$ cat config.mk
export PLATFORM = sky130hd
export DESIGN_NAME = uart_tx_engine_flat
export DESIGN_NICKNAME = d
export VERILOG_FILES = /design/src/rtl/uart_tx_engine_if.sv /design/src/rtl/uart_tx_engine.sv /design/src/flat_wrapper.sv
export SDC_FILE = /design/constraint.sdc
export NUM_CORES = 1
export LEC_CHECK = 0
export BUFFER_PORTS_ARGS = -buffer_cell sky130_fd_sc_hd__buf_4
export CAP_MARGIN = 30
export CORE_ASPECT_RATIO = 0.6
export CORE_UTILIZATION = 54
export CTS_BUF_LIST = sky130_fd_sc_hd__clkbuf_4 sky130_fd_sc_hd__clkbuf_8
export CTS_CLUSTER_SIZE = 40
export DETAILED_ROUTE_END_ITERATION = 7
export PLACE_DENSITY = 0.8
export SYNTH_ARGS = -nofsm -noshare
export SYNTH_HDL_FRONTEND = slang
export SYNTH_SLANG_ARGS = --single-unit
$ cat constraint.sdc
create_clock -name clk -period 2.6 [get_ports clk]
set_input_delay 0.39 -clock clk [delete_from_list [all_inputs] [get_ports clk]]
set_output_delay 0.39 -clock clk [all_outputs]
set_load 0.02 [all_outputs]
$ cat src/rtl/uart_tx_engine_if.sv
// ---------------------------------------------------------------------------
// uart_tx_engine_if
//   Groups the character/format/handshake signals of the UART transmitter.
//   The master drives the request side (frame format, character, request,
//   break). The slave (the transmitter) drives the serial line and ready.
//
//   Signals:
//     tx            serial line (slave -> master)
//     ready         1 = transmitter idle, request will be accepted
//     dataBits      data bit count = dataBits + 5
//     hasParity     1 = append parity bit
//     parityMode    00 even, 01 odd, 10 mark, 11 space
//     extraStopBit  1 = two stop bits
//     clockDivisor  clk cycles per bit (0 behaves as 1)
//     data          character, bits at or above the width are ignored
//     transmitReq   request strobe, honoured only while ready=1
//     sendBreak     level, requests a line break
// ---------------------------------------------------------------------------
interface uart_tx_engine_if #(
  parameter int DIV_W = 24
);
  logic             tx;
  logic             ready;
  logic [1:0]       dataBits;
  logic             hasParity;
  logic [1:0]       parityMode;
  logic             extraStopBit;
  logic [DIV_W-1:0] clockDivisor;
  logic [7:0]       data;
  logic             transmitReq;
  logic             sendBreak;

  modport master (
    output dataBits, hasParity, parityMode, extraStopBit, clockDivisor,
    output data, transmitReq, sendBreak,
    input  tx, ready
  );

  modport slave (
    input  dataBits, hasParity, parityMode, extraStopBit, clockDivisor,
    input  data, transmitReq, sendBreak,
    output tx, ready
  );
endinterface

$ cat src/rtl/uart_tx_engine.sv
// ---------------------------------------------------------------------------
// uart_tx_engine
//   Serial UART transmitter. One 5..8 bit character is accepted per
//   transmitReq/ready handshake and sent as start bit, data bits (LSB first),
//   optional parity bit and one or two stop bits. A held sendBreak level
//   drives the line low, followed by two bit times of mark once released.
//   Frame format and baud divisor are captured when a frame (or break) starts,
//   so later input changes never disturb the waveform in flight.
//
//   Ports:
//     clk   single clock, everything on its rising edge
//     rst   synchronous, active-high reset; aborts any frame at once
//     bus   uart_tx_engine_if.slave (format inputs, data, handshake, tx)
// ---------------------------------------------------------------------------
module uart_tx_engine #(
  parameter int DIV_W   = 24,
  parameter bit IDLE_TX = 1'b1
) (
  input logic                  clk,
  input logic                  rst,
  uart_tx_engine_if.slave      bus
);

  localparam logic MARK  = IDLE_TX;
  localparam logic SPACE = ~IDLE_TX;

  typedef enum logic [2:0] {
    IDLE,
    START,
    DATA,
    PARITY,
    STOP,
    BREAK
  } state_t;

  state_t           state_reg;
  logic             tx_reg;
  logic             ready_reg;
  logic [DIV_W-1:0] reload_reg;    // cycles per bit minus one
  logic [DIV_W-1:0] cnt_reg;       // counts down to 0 within one bit
  logic [7:0]       shift_reg;     // data bits still to send, bit 0 on the line next
  logic [2:0]       idx_reg;       // index of the data bit on the line
  logic [2:0]       last_idx_reg;  // index of the final data bit
  logic             has_par_reg;
  logic             par_bit_reg;
  logic             extra_stop_reg;
  logic             stop_left_reg; // one more bit time to go (2nd stop / 2nd mark-after-break bit)
  logic             mab_reg;       // BREAK is in its mark-after-break tail

  // Combinational helpers computed from the live inputs; only used on the
  // cycle a frame or break is accepted.
  logic [DIV_W-1:0] div_reload;
  logic [1:0]       mask_shift;
  logic [7:0]       data_mask;
  logic             par_even;
  logic             par_bit;
  logic             bit_done;

  always_comb begin
    div_reload = (bus.clockDivisor == '0) ? '0 : bus.clockDivisor - DIV_W'(1);
    mask_shift = 2'd3 - bus.dataBits;
    data_mask  = 8'hFF >> mask_shift;
    par_even   = ^(bus.data & data_mask);
    par_bit    = par_even;
    case (bus.parityMode)
      2'b00:   par_bit = par_even;
      2'b01:   par_bit = ~par_even;
      2'b10:   par_bit = 1'b1;
      default: par_bit = 1'b0;
    endcase
    bit_done = (cnt_reg == '0);
  end

  always_ff @(posedge clk) begin
    if (rst) begin
      state_reg      <= IDLE;
      tx_reg         <= MARK;
      ready_reg      <= 1'b1;
      reload_reg     <= '0;
      cnt_reg        <= '0;
      shift_reg      <= '0;
      idx_reg        <= '0;
      last_idx_reg   <= '0;
      has_par_reg    <= 1'b0;
      par_bit_reg    <= 1'b0;
      extra_stop_reg <= 1'b0;
      stop_left_reg  <= 1'b0;
      mab_reg        <= 1'b0;
    end else begin
      case (state_reg)
        IDLE: begin
          tx_reg    <= MARK;
          ready_reg <= 1'b1;
          // Break has priority over a simultaneous request.
          if (bus.sendBreak) begin
            state_reg  <= BREAK;
            tx_reg     <= SPACE;
            ready_reg  <= 1'b0;
            reload_reg <= div_reload;
            mab_reg    <= 1'b0;
          end else if (bus.transmitReq) begin
            state_reg      <= START;
            tx_reg         <= SPACE;
            ready_reg      <= 1'b0;
            reload_reg     <= div_reload;
            cnt_reg        <= div_reload;
            shift_reg      <= bus.data & data_mask;
            idx_reg        <= '0;
            last_idx_reg   <= {1'b0, bus.dataBits} + 3'd4;
            has_par_reg    <= bus.hasParity;
            par_bit_reg    <= par_bit;
            extra_stop_reg <= bus.extraStopBit;
          end
        end

        START: begin
          if (!bit_done) begin
            cnt_reg <= cnt_reg - DIV_W'(1);
          end else begin
            state_reg <= DATA;
            tx_reg    <= shift_reg[0];
            cnt_reg   <= reload_reg;
          end
        end

        DATA: begin
          if (!bit_done) begin
            cnt_reg <= cnt_reg - DIV_W'(1);
          end else begin
            cnt_reg <= reload_reg;
            if (idx_reg == last_idx_reg) begin
              if (has_par_reg) begin
                state_reg <= PARITY;
                tx_reg    <= par_bit_reg;
              end else begin
                state_reg     <= STOP;
                tx_reg        <= MARK;
                stop_left_reg <= extra_stop_reg;
              end
            end else begin
              // Shift so the next bit sits at position 0.
              shift_reg <= {1'b0, shift_reg[7:1]};
              tx_reg    <= shift_reg[1];
              idx_reg   <= idx_reg + 3'd1;
            end
          end
        end

        PARITY: begin
          if (!bit_done) begin
            cnt_reg <= cnt_reg - DIV_W'(1);
          end else begin
            state_reg     <= STOP;
            tx_reg        <= MARK;
            cnt_reg       <= reload_reg;
            stop_left_reg <= extra_stop_reg;
          end
        end

        STOP: begin
          tx_reg <= MARK;
          if (!bit_done) begin
            cnt_reg <= cnt_reg - DIV_W'(1);
          end else if (stop_left_reg) begin
            stop_left_reg <= 1'b0;
            cnt_reg       <= reload_reg;
          end else begin
            // A pending break is taken from IDLE on the next cycle, so the
            // stop bit always completes first.
            state_reg <= IDLE;
            ready_reg <= 1'b1;
          end
        end

        BREAK: begin
          ready_reg <= 1'b0;
          if (!mab_reg) begin
            tx_reg <= SPACE;
            if (!bus.sendBreak) begin
              // Release: two bit times of mark using the divisor latched at entry.
              mab_reg       <= 1'b1;
              tx_reg        <= MARK;
              cnt_reg       <= reload_reg;
              stop_left_reg <= 1'b1;
            end
          end else begin
            tx_reg <= MARK;
            if (!bit_done) begin
              cnt_reg <= cnt_reg - DIV_W'(1);
            end else if (stop_left_reg) begin
              stop_left_reg <= 1'b0;
              cnt_reg       <= reload_reg;
            end else begin
              state_reg <= IDLE;
              ready_reg <= 1'b1;
              mab_reg   <= 1'b0;
            end
          end
        end

        default: begin
          state_reg <= IDLE;
          tx_reg    <= MARK;
          ready_reg <= 1'b1;
        end
      endcase
    end
  end

  assign bus.tx    = tx_reg;
  assign bus.ready = ready_reg;

endmodule
$ cat src/flat_wrapper.sv
// flat-port wrapper written by rule: the top's interface ports become plain ports
module uart_tx_engine_flat 
#(
  parameter int DIV_W   = 24,
  parameter bit IDLE_TX = 1'b1
)
  (clk, rst, bus_dataBits, bus_hasParity, bus_parityMode, bus_extraStopBit, bus_clockDivisor, bus_data, bus_transmitReq, bus_sendBreak, bus_tx, bus_ready);
  uart_tx_engine_if #(.DIV_W(DIV_W)) bus_i ();
  input logic clk;
  input logic rst;
  input wire logic [$bits(bus_i.dataBits)-1:0] bus_dataBits;
  input wire logic [$bits(bus_i.hasParity)-1:0] bus_hasParity;
  input wire logic [$bits(bus_i.parityMode)-1:0] bus_parityMode;
  input wire logic [$bits(bus_i.extraStopBit)-1:0] bus_extraStopBit;
  input wire logic [$bits(bus_i.clockDivisor)-1:0] bus_clockDivisor;
  input wire logic [$bits(bus_i.data)-1:0] bus_data;
  input wire logic [$bits(bus_i.transmitReq)-1:0] bus_transmitReq;
  input wire logic [$bits(bus_i.sendBreak)-1:0] bus_sendBreak;
  output wire logic [$bits(bus_i.tx)-1:0] bus_tx;
  output wire logic [$bits(bus_i.ready)-1:0] bus_ready;
  assign bus_i.dataBits = bus_dataBits;
  assign bus_i.hasParity = bus_hasParity;
  assign bus_i.parityMode = bus_parityMode;
  assign bus_i.extraStopBit = bus_extraStopBit;
  assign bus_i.clockDivisor = bus_clockDivisor;
  assign bus_i.data = bus_data;
  assign bus_i.transmitReq = bus_transmitReq;
  assign bus_i.sendBreak = bus_sendBreak;
  assign bus_tx = bus_i.tx;
  assign bus_ready = bus_i.ready;
  uart_tx_engine #(.DIV_W(DIV_W), .IDLE_TX(IDLE_TX)) u_core (.clk(clk), .rst(rst), .bus(bus_i));
endmodule
==> summary.txt, run 1 <==
Run status
  • Outcome: finished clean

GRT
  • Largest net degree at the start of global routing: 36
  • Number of global-route vias before repair: 4405
  • Global-route wire length before repair: 23600 µm
  • Total GRT Usage: 0.351
  • Antenna violations before repair: 0
  • GR Overflow Total: 0

Yosys
  • Cell area after synthesis: 0.00463 mm²
  • Most frequent cell after synthesis: nor2_1
  • Synth cell count leaders: 84 x nor2_1, 72 x dfxtp_1, 53 x nand2_1, 37 x a21oi_1, 33 x nor3_1
  • Yosys warns: 0
  • Post-synth ARST share: 0
  • Synthesis-stage register bit count: 72
  • Synth unique cells: 76
  • Seq/Total Area, Yosys: 0.311
  • Share of the synthesized area in the top cell type: 0.311
  • Syn Inst Count: 606
  • Most area-consuming cells after synthesis: dfxtp_1 31%, nor2_1 6.8%, xnor2_1 4.5%
  • Synth area leader: dfxtp_1
  • Post-Syn Nets: 652
  • Main synth FF type: dfxtp_1
  • Avg Cell Area, Syn: 7.64 µm²
  • Post-synth EDFFs: 0

Final layout
  • ANT cells: 0
  • Fin cells: 783
  • Total Nets Final: 716
  • FF+latch area: 0.00144 mm²
  • # fillers: 658
  • Area Overhead vs Synth: 20.0%
  • Layout cells sized above 1: 0.181
  • Multi-input gate area: 0.00301 mm²

Setup path
  • Critical Path AT: 2.65 ns
  • RR Startpoint: u_core.cnt_reg[0]
  • Reg2Reg Capture Point: u_core.cnt_reg[16]
  • Critical path type: flip-flop to flip-flop
  • Worst-path fanout max: 5
  • Data required, critical path: 2.86 ns
  • CP endpoint kind: flip-flop
  • Critical path launch point type: flip-flop
  • Crit. Startpoint: u_core.cnt_reg[0]
  • Crit path capture: u_core.cnt_reg[16]
  • R2R setup slack: 0.21 ns
  • Worst r2r path cells: 9

Pwr
  • Worst vdd ir: 445 µV
  • Sw Share: 0.450
  • Internal power: 3.44 mW
  • Clock power frac: 0.165
  • Switching power: 2.82 mW
  • LEAKAGE: 2.19 nW
  • Sequential share of power: 0.298
  • Comb pwr share: 0.537
  • Pwr dens: 1130 mW/mm²

Timing
  • Fin Hold WS: 0.266 ns
  • Worst slew pin tran: 0.839 ns
  • Final hold violations: 0
  • # setup viols final: 0
  • Clock period minus worst slack: 2.39 ns
  • RSZ-0062 raised after global routing: no
  • Max Clk Rate: 418 MHz
  • Clk_skew: 0.00850 ns
  • Fin. max-slew vios: 0
  • Max_slew headroom: 0.438
  • Final worst-path cycle share: 0.921

Drt
  • Met3 wire length: 2300 µm
  • Per-cell routed wire length: 19.1 µm
  • Routed via count: 5098
  • Top Layer Used: met4
  • Drt drc: 0
  • Final ANT Viol Nets: 0
  • M1 WL: 6860 µm
  • Initial DRC Count: 742
  • Final wirelength: 15000 µm
  • Vias per cell: 6.51
  • Met2 wire len: 5610 µm
  • First-pass iteration count of the detailed router: 5

Floorplan
  • Die height: 73.7 µm
  • Initial Utilization: 0.573
  • Core Area: 0.00807 mm²
  • I/O pins: 44
  • DIE WIDTH: 122 µm
  • Row Count: 25
  • Die Area: 0.00896 mm²

Placement
  • Hpwl dp: 11500 µm
  • # port buffers: 43
  • Dpl cells: 767
  • Routability cong.: 0.971

Clocking
  • Postcts setup bufs: 0
  • CTS root buf: clkbuf_8
  • CTS Sinks: 72
  • CTS Buf Count: 9
  • CTS H-Tree Depth: 3
  • Clock latency on the worst-skew pair: 0.37 ns
  • Max clock buf depth: 2
  • CTS tree: yes
  • Worst-path clk slew: 0.08 ns
  • CTS Hold Bufs: 0

Flow run
  • Max Cap Violations: 0

Worst hold path
  • HP Start: bus_hasParity
  • Worst Hold Class: input pin to flip-flop
-- worst min-delay path by stage --
stage	endpoint	depth (start not counted)	slack, ns
2_1_floorplan	u_core.reload_reg[10]	2	0.43
3_3_place_gp	u_core.reload_reg[10]	2	0.45
3_5_place_dp	u_core.cnt_reg[12]	2	0.46
4_1_cts	u_core.extra_stop_reg	3	0.25
5_1_grt	u_core.par_bit_reg	3	0.27
6_report	u_core.has_par_reg	3	0.27
-- cell usage in the layout, fill, tap and decap left out, types with 9 or more instances in the layout --
cell      count
a211oi_1     19
a21oi_1      37
a221oi_1     11
buf_4        88
clkbuf_8     10
dfxtp_1      72
inv_1        10
nand2_1      53
nand3_1      22
nor2_1       84
nor3_1       33
nor4_1       11
o211ai_1      9
o21ai_0      27
xnor2_1      24
xor2_1       15
-- worst max-delay path: stages, from the launching register on --
cell and delay, ns:
dfxtp_1 0.34, inv_1 0.16, ha_1 0.30, nor3b_1 0.21, buf_4 0.18, nand4_1 0.22, nor3_1 0.28, xor2_1 0.18
a221oi_1 0.10, a2111oi_0 0.33
-- per-layer routing --
layer,track usage,vias up
li1,-,2383
met4,0.0878,0
met2,0.462,343
met1,0.519,2342
met3,0.134,30
met5,0,-
-- power groups by stage --
stage          Sequential (mW)  Combinational, mW  Clock (mW)
3_3_place_gp              1.84               3.18           0
3_5_place_dp              1.85               3.22           0
4_1_cts                   1.82               3.24        1.04
6_report                  1.87               3.36        1.03
5_1_grt                   1.90               3.62        1.08
2_1_floorplan             1.71               2.12           0
-- stage by stage --
stage	total power [mW]	util	setup WS (ns)	setup TNS (ns)	instance area, µm²
after floorplan	3.83	-	0.170	0	4630
after global placement	5.01	0.658	-0.0192	-0.0192	5310
after detailed placement	5.06	0.658	-0.0441	-0.0441	5310
after CTS	6.10	0.687	0.218	0	5540
after global routing	6.60	0.688	0.00574	0	5550
final	6.26	0.688	0.205	0	5550
-- cell families (layout without fill, tap and decap cells) --
family / after synthesis / after routing / synth area share
DFF: 72 / 72 / 0.311
AOI/OAI and AO/OA: 164 / 164 / 0.244
adders and majority gates: 4 / 4 / 0.0108
xor gates and xnor gates: 40 / 40 / 0.0787
buffers and inverters: 47 / 116 / 0.0416
and+or+nand+nor: 270 / 270 / 0.294
muxes: 9 / 9 / 0.0197
-- cell type report --
type                       count  share of cell area
inverter                      10             0.00676
timing repair buffer          90               0.126
sequential                    72               0.260
clock inverter                 6              0.0164
clock buffer                  10              0.0248
multi-input combinational    487               0.542
tap                          108              0.0243
-- repair_timing --
action | CTS | global route
gates resized for setup | 0 | 2
endpoints found under the hold margin | 0 | 0
setup endpoints to repair | 0 | 8
Note: power is estimated with default switching activity, not from simulation.
==> run 2: changes to the inputs <==
Settings changed: REMOVE_ABC_BUFFERS set to 1.
==> run 2 against run 1 <==
Against the previous run:
- sequential share of layout area grew 0.58 points
- highest routed layer unchanged
- clock power fell by 19%
- combinational power decreased by 4%
- critical path type unchanged
==> summary.txt, run 2 (same netlist as run 1, synthesis figures left out) <==
Setup path
  • Critical path launch point type: flip-flop
  • Worst path slowest cell: or4b_2
  • Data required, critical path: 2.86 ns
  • CP endpoint kind: flip-flop
  • Critical path type: flip-flop to flip-flop
  • Critical Path AT: 2.63 ns
  • Critical Path Max Stage Delay: 0.66 ns
  • Worst-path fanout max: 3
  • Cells along the critical path: buf_4 -> nor4_1 -> nand3_1 -> or4b_2 -> a21boi_0 -> o2111ai_1 -> o2111a_1

Clocking
  • Max clock buf depth: 2
  • CTS H-Tree Depth: 3
  • Clock latency on the worst-skew pair: 0.37 ns
  • CTS root buf: clkbuf_8
  • CTS Buf Count: 9
  • CTS Sinks: 72
  • Worst-path clk slew: 0.08 ns
  • CTS tree: yes

Run status
  • Outcome: finished clean

Timing
  • Max_slew headroom: 0.433
  • Clk_skew: 0.00952 ns
  • Final hold violations: 0
  • Final setup margin: 0.230 ns
  • Fin. max-slew vios: 0
  • Final worst-path cycle share: 0.912
  • Max Clk Rate: 422 MHz
  • RSZ-0062 raised after global routing: no
  • # setup viols final: 0
  • Clock period minus worst slack: 2.37 ns
  • Fin Hold WS: 0.267 ns
  • Worst slew pin tran: 0.847 ns

Placement
  • # port buffers: 43
  • Hpwl dp: 11200 µm
  • Placed inst area: 0.00525 mm²
  • Routability cong.: 0.962
  • Post-place setup slack: 0.00343 ns

Drt
  • M1 WL: 6670 µm
  • Routed via count: 5077
  • Drt drc: 0
  • Per-cell routed wire length: 19.0 µm
  • First-pass iteration count of the detailed router: 8
  • Met2 wire len: 5890 µm
  • Final ANT Viol Nets: 0
  • Met3 wire length: 2040 µm
  • Final wirelength: 14800 µm
  • Initial DRC Count: 746
  • Vias per cell: 6.53
  • Top Layer Used: met4

GRT
  • Antenna violations before repair: 0
  • Total GRT Usage: 0.350
  • Largest net degree at the start of global routing: 41
  • GR Overflow Total: 0
  • Number of global-route vias before repair: 4551
  • Global-route wire length before repair: 23600 µm

Floorplan
  • Row Count: 25
  • Die height: 73.7 µm
  • Core Area: 0.00807 mm²
  • Die Area: 0.00896 mm²
  • I/O pins: 44
  • DIE WIDTH: 122 µm
  • Initial Utilization: 0.573

Worst hold path
  • Worst Hold Class: input pin to flip-flop

Pwr
  • LEAKAGE: 2.12 nW
  • Worst vdd ir: 501 µV
  • Pwr dens: 1080 mW/mm²
  • Power Total: 5.86 mW

Final layout
  • Total Nets Final: 710
  • Final Instance Area: 0.00543 mm²
  • Most frequent cells in the layout: 84 x nor2_1, 84 x buf_4, 72 x dfxtp_1, 53 x nand2_1, 37 x a21oi_1
  • FF+latch area: 0.00144 mm²
  • Final core utilization: 0.673
  • Multi-input gate area: 0.00301 mm²
  • Layout cells sized above 1: 0.173
  • ANT cells: 0
  • Area Overhead vs Synth: 17.4%
  • # fillers: 716

Flow run
  • Max Cap Violations: 0
## run 2: layout make-up
| cell class | instances | share of cell area |
|---|---|---|
| clock buffer | 11 | 0.0267 |
| clock inverter | 5 | 0.00599 |
| inverter | 10 | 0.00691 |
| multi-input combinational | 487 | 0.554 |
| sequential | 72 | 0.265 |
| tap | 108 | 0.0249 |
| timing repair buffer | 84 | 0.116 |
## run 2: through the flow
step | std cells | TNS, ns
after floorplan | 569 | -1.40
after global placement | 761 | 0
after detailed placement | 761 | 0
after CTS | 777 | 0
after global routing | 777 | 0
final | 777 | 0
## run 2: timing repair
action                                  in CTS  in global routing
endpoints found under the setup margin       0                 22
endpoints found under the hold margin        0                  0
resized for setup                            0                  1
buffers inserted                             0                  0
hold buffers                                 0                  0
## run 2: where the power goes
group	switching [mW]	internal (mW)
Combinational	1.90	1.32
Clock	0.453	0.379
Sequential	0.374	1.44
Total	2.72	3.14
## run 2: path summary, 6_finish.rpt
check	start	to	slack [ns]	cells past startpoint
min	bus_extraStopBit	u_core.extra_stop_reg	0.27	3
max	u_core.cnt_reg[0]	u_core.cnt_reg[13]	0.23	7
max reg2reg	u_core.cnt_reg[0]	u_core.cnt_reg[13]	0.23	7
min reg2reg	u_core.reload_reg[13]	u_core.reload_reg[13]	0.46	2
## run 2: layer usage
| metal | vias to the layer above | track usage |
|---|---|---|
| met5 | - | 0 |
| met4 | 0 | 0.107 |
| met3 | 29 | 0.111 |
| met2 | 339 | 0.479 |
| met1 | 2344 | 0.511 |
| li1 | 2365 | - |
## run 2: critical path: cells and delay by family (launching register included)
family,cells,cell delay [ns]
AOI/OAI and AO/OA,3,0.56
buffers and inverters,1,0.14
DFF,1,0.32
and+or+nand+nor,3,1.24
==> run 3: changes to the inputs <==
Settings changed: PLACE_DENSITY 0.8 to 0.83.
==> run 3 against run 2 <==
Against the previous run:
- first-iteration DRC count up 11%
- via count up 2.0%
- final cell count down 0.13%
- wire length up 4.3%
- hold slack better by 0.0057 ns
- clock power up 20%
- register-to-register slack about the same
- combinational power up 3%
- clock-buffer cell count down 2
- global-route usage up 1.4 points
- sequential share of layout area down 0.19 points
- critical path type is now input pin to flip-flop
- critical endpoint is now u_core.reload_reg[9]
- highest routed layer unchanged
==> summary.txt, run 3 (same netlist as run 1, synthesis figures left out) <==
Floorplan
  • DIE WIDTH: 122 µm
  • Die height: 73.7 µm
  • Die Area: 0.00896 mm²
  • Initial Utilization: 0.573
  • I/O pins: 44
  • Core Area: 0.00807 mm²
  • Row Count: 25

Pwr
  • Clock power frac: 0.163
  • Sw Share: 0.462
  • Pwr dens: 1130 mW/mm²
  • Switching power: 2.85 mW
  • Internal power: 3.32 mW
  • Sequential share of power: 0.297
  • LEAKAGE: 2.14 nW
  • Comb pwr share: 0.540
  • Worst vdd ir: 487 µV

Setup path
  • R2R setup slack: 0.22 ns
  • Crit. Startpoint: bus_clockDivisor[4]
  • RR Startpoint: u_core.cnt_reg[0]
  • Data required, critical path: 2.84 ns
  • Critical Path Max Stage Delay: 0.59 ns
  • Worst r2r path cells: 9
  • Cells along the critical path: buf_4 -> or3_1 -> or4_1 -> o41ai_1 -> o21ai_0 -> a22oi_1 -> nor2_1
  • Reg2Reg Capture Point: u_core.cnt_reg[16]
  • Critical path type: input pin to flip-flop
  • Worst-path fanout max: 6
  • Critical path launch point type: input pin
  • Crit path capture: u_core.reload_reg[9]
  • Critical Path AT: 2.72 ns
  • Worst path slowest cell: or4_1
  • CP endpoint kind: flip-flop

Clocking
  • Postcts setup bufs: 0
  • CTS root buf: clkbuf_8
  • Worst-path clk slew: 0.08 ns
  • CTS tree: yes
  • CTS Sinks: 72
  • CTS Buf Count: 9
  • Clock latency on the worst-skew pair: 0.37 ns
  • Max clock buf depth: 2
  • CTS H-Tree Depth: 3

Drt
  • First-pass iteration count of the detailed router: 6
  • Drt drc: 0
  • Initial DRC Count: 828
  • Final ANT Viol Nets: 0
  • Final wirelength: 15400 µm
  • Vias per cell: 6.67
  • Routed via count: 5178
  • Per-cell routed wire length: 19.9 µm

Placement
  • # port buffers: 43
  • Hpwl dp: 11400 µm
  • Routability cong.: 0.931
  • Dpl cells: 760

Final layout
  • Area Overhead vs Synth: 18.2%
  • # fillers: 676
  • ANT cells: 0
  • Multi-input gate area: 0.00302 mm²
  • Layout cells sized above 1: 0.175
  • Fin cells: 776
  • FF+latch area: 0.00144 mm²
  • Commonest non-fill, non-tap cell in the layout: buf_4
  • Most frequent cells in the layout: 83 x buf_4, 82 x nor2_1, 72 x dfxtp_1, 53 x nand2_1, 37 x a21oi_1
  • Total Nets Final: 709

Timing
  • Worst slew pin tran: 0.624 ns
  • RSZ-0062 raised after global routing: no
  • Max Clk Rate: 403 MHz
  • Clock period minus worst slack: 2.48 ns
  • Final worst-path cycle share: 0.953
  • Fin Hold WS: 0.272 ns
  • Clk_skew: 0.00691 ns
  • Final hold violations: 0
  • Fin. max-slew vios: 0
  • # setup viols final: 0
  • Max_slew headroom: 0.584

GRT
  • Largest net degree at the start of global routing: 50
  • Number of global-route vias before repair: 4783
  • Total GRT Usage: 0.364
  • GR Overflow Total: 0
  • Antenna violations before repair: 0
  • Global-route wire length before repair: 24800 µm

Worst hold path
  • Worst Hold Class: input pin to flip-flop

Run status
  • Outcome: finished clean

Flow run
  • Max Cap Violations: 0
==> run 3: worst min path at each step <==
stage / end / cells past startpoint / startpoint
6_report: u_core.extra_stop_reg / 3 / bus_extraStopBit
5_1_grt: u_core.extra_stop_reg / 3 / bus_extraStopBit
4_1_cts: u_core.extra_stop_reg / 3 / bus_extraStopBit
3_5_place_dp: u_core.reload_reg[10] / 2 / u_core.reload_reg[10]
3_3_place_gp: u_core.reload_reg[13] / 2 / u_core.reload_reg[13]
2_1_floorplan: u_core.reload_reg[10] / 2 / u_core.reload_reg[10]
==> run 3: worst max-delay path: cells and delay by family <==
family / cells / cell delay (ns)
AND/OR/NAND/NOR: 3 / 1.14
AO/OA/AOI/OAI: 3 / 1.07
buffers and inverters: 1 / 0.12
==> run 3: timing repair <==
action | 4_1_cts | 5_1_grt
gates resized for setup | 0 | 3
hold buffers | 0 | 0
setup endpoints to repair | 0 | 27
==> run 3: layout make-up <==
cell class                 instances  share of cell area
clock buffer                       9              0.0226
clock inverter                     7              0.0176
inverter                          10             0.00686
multi-input combinational        487               0.551
sequential                        72               0.263
tap                              108              0.0247
timing repair buffer              83               0.114
==> run 3: power groups by stage <==
stage | sequential (mW) | clock [mW] | combinational [mW]
after global placement | 1.80 | 0 | 3.05
after global routing | 1.86 | 1.05 | 3.57
after floorplan | 1.75 | 0 | 1.99
after detailed placement | 1.82 | 0 | 3.15
final | 1.83 | 1.00 | 3.33
after CTS | 1.80 | 1.00 | 3.19
==> run 3: layer usage <==
layer / vias up / wire length (µm) / track usage
met5: - / 0 / 0
met4: 0 / 390 / 0.119
met3: 50 / 2320 / 0.119
met2: 374 / 6300 / 0.520
met1: 2396 / 6420 / 0.511
li1: 2358 / - / -
==> run 3: per-stage QoR <==
step / util / setup TNS, ns / cell area (µm²) / total power [mW] / setup slack, ns
after global placement: 0.649 / -0.0760 / 5240 / 4.84 / -0.0705
after CTS: 0.677 / 0 / 5460 / 5.99 / 0.102
after floorplan: - / -1.40 / 4470 / 3.74 / -0.170
after global routing: 0.678 / 0 / 5470 / 6.49 / 0.107
after detailed placement: 0.649 / -0.249 / 5240 / 4.98 / -0.120
final: 0.678 / 0 / 5470 / 6.17 / 0.122
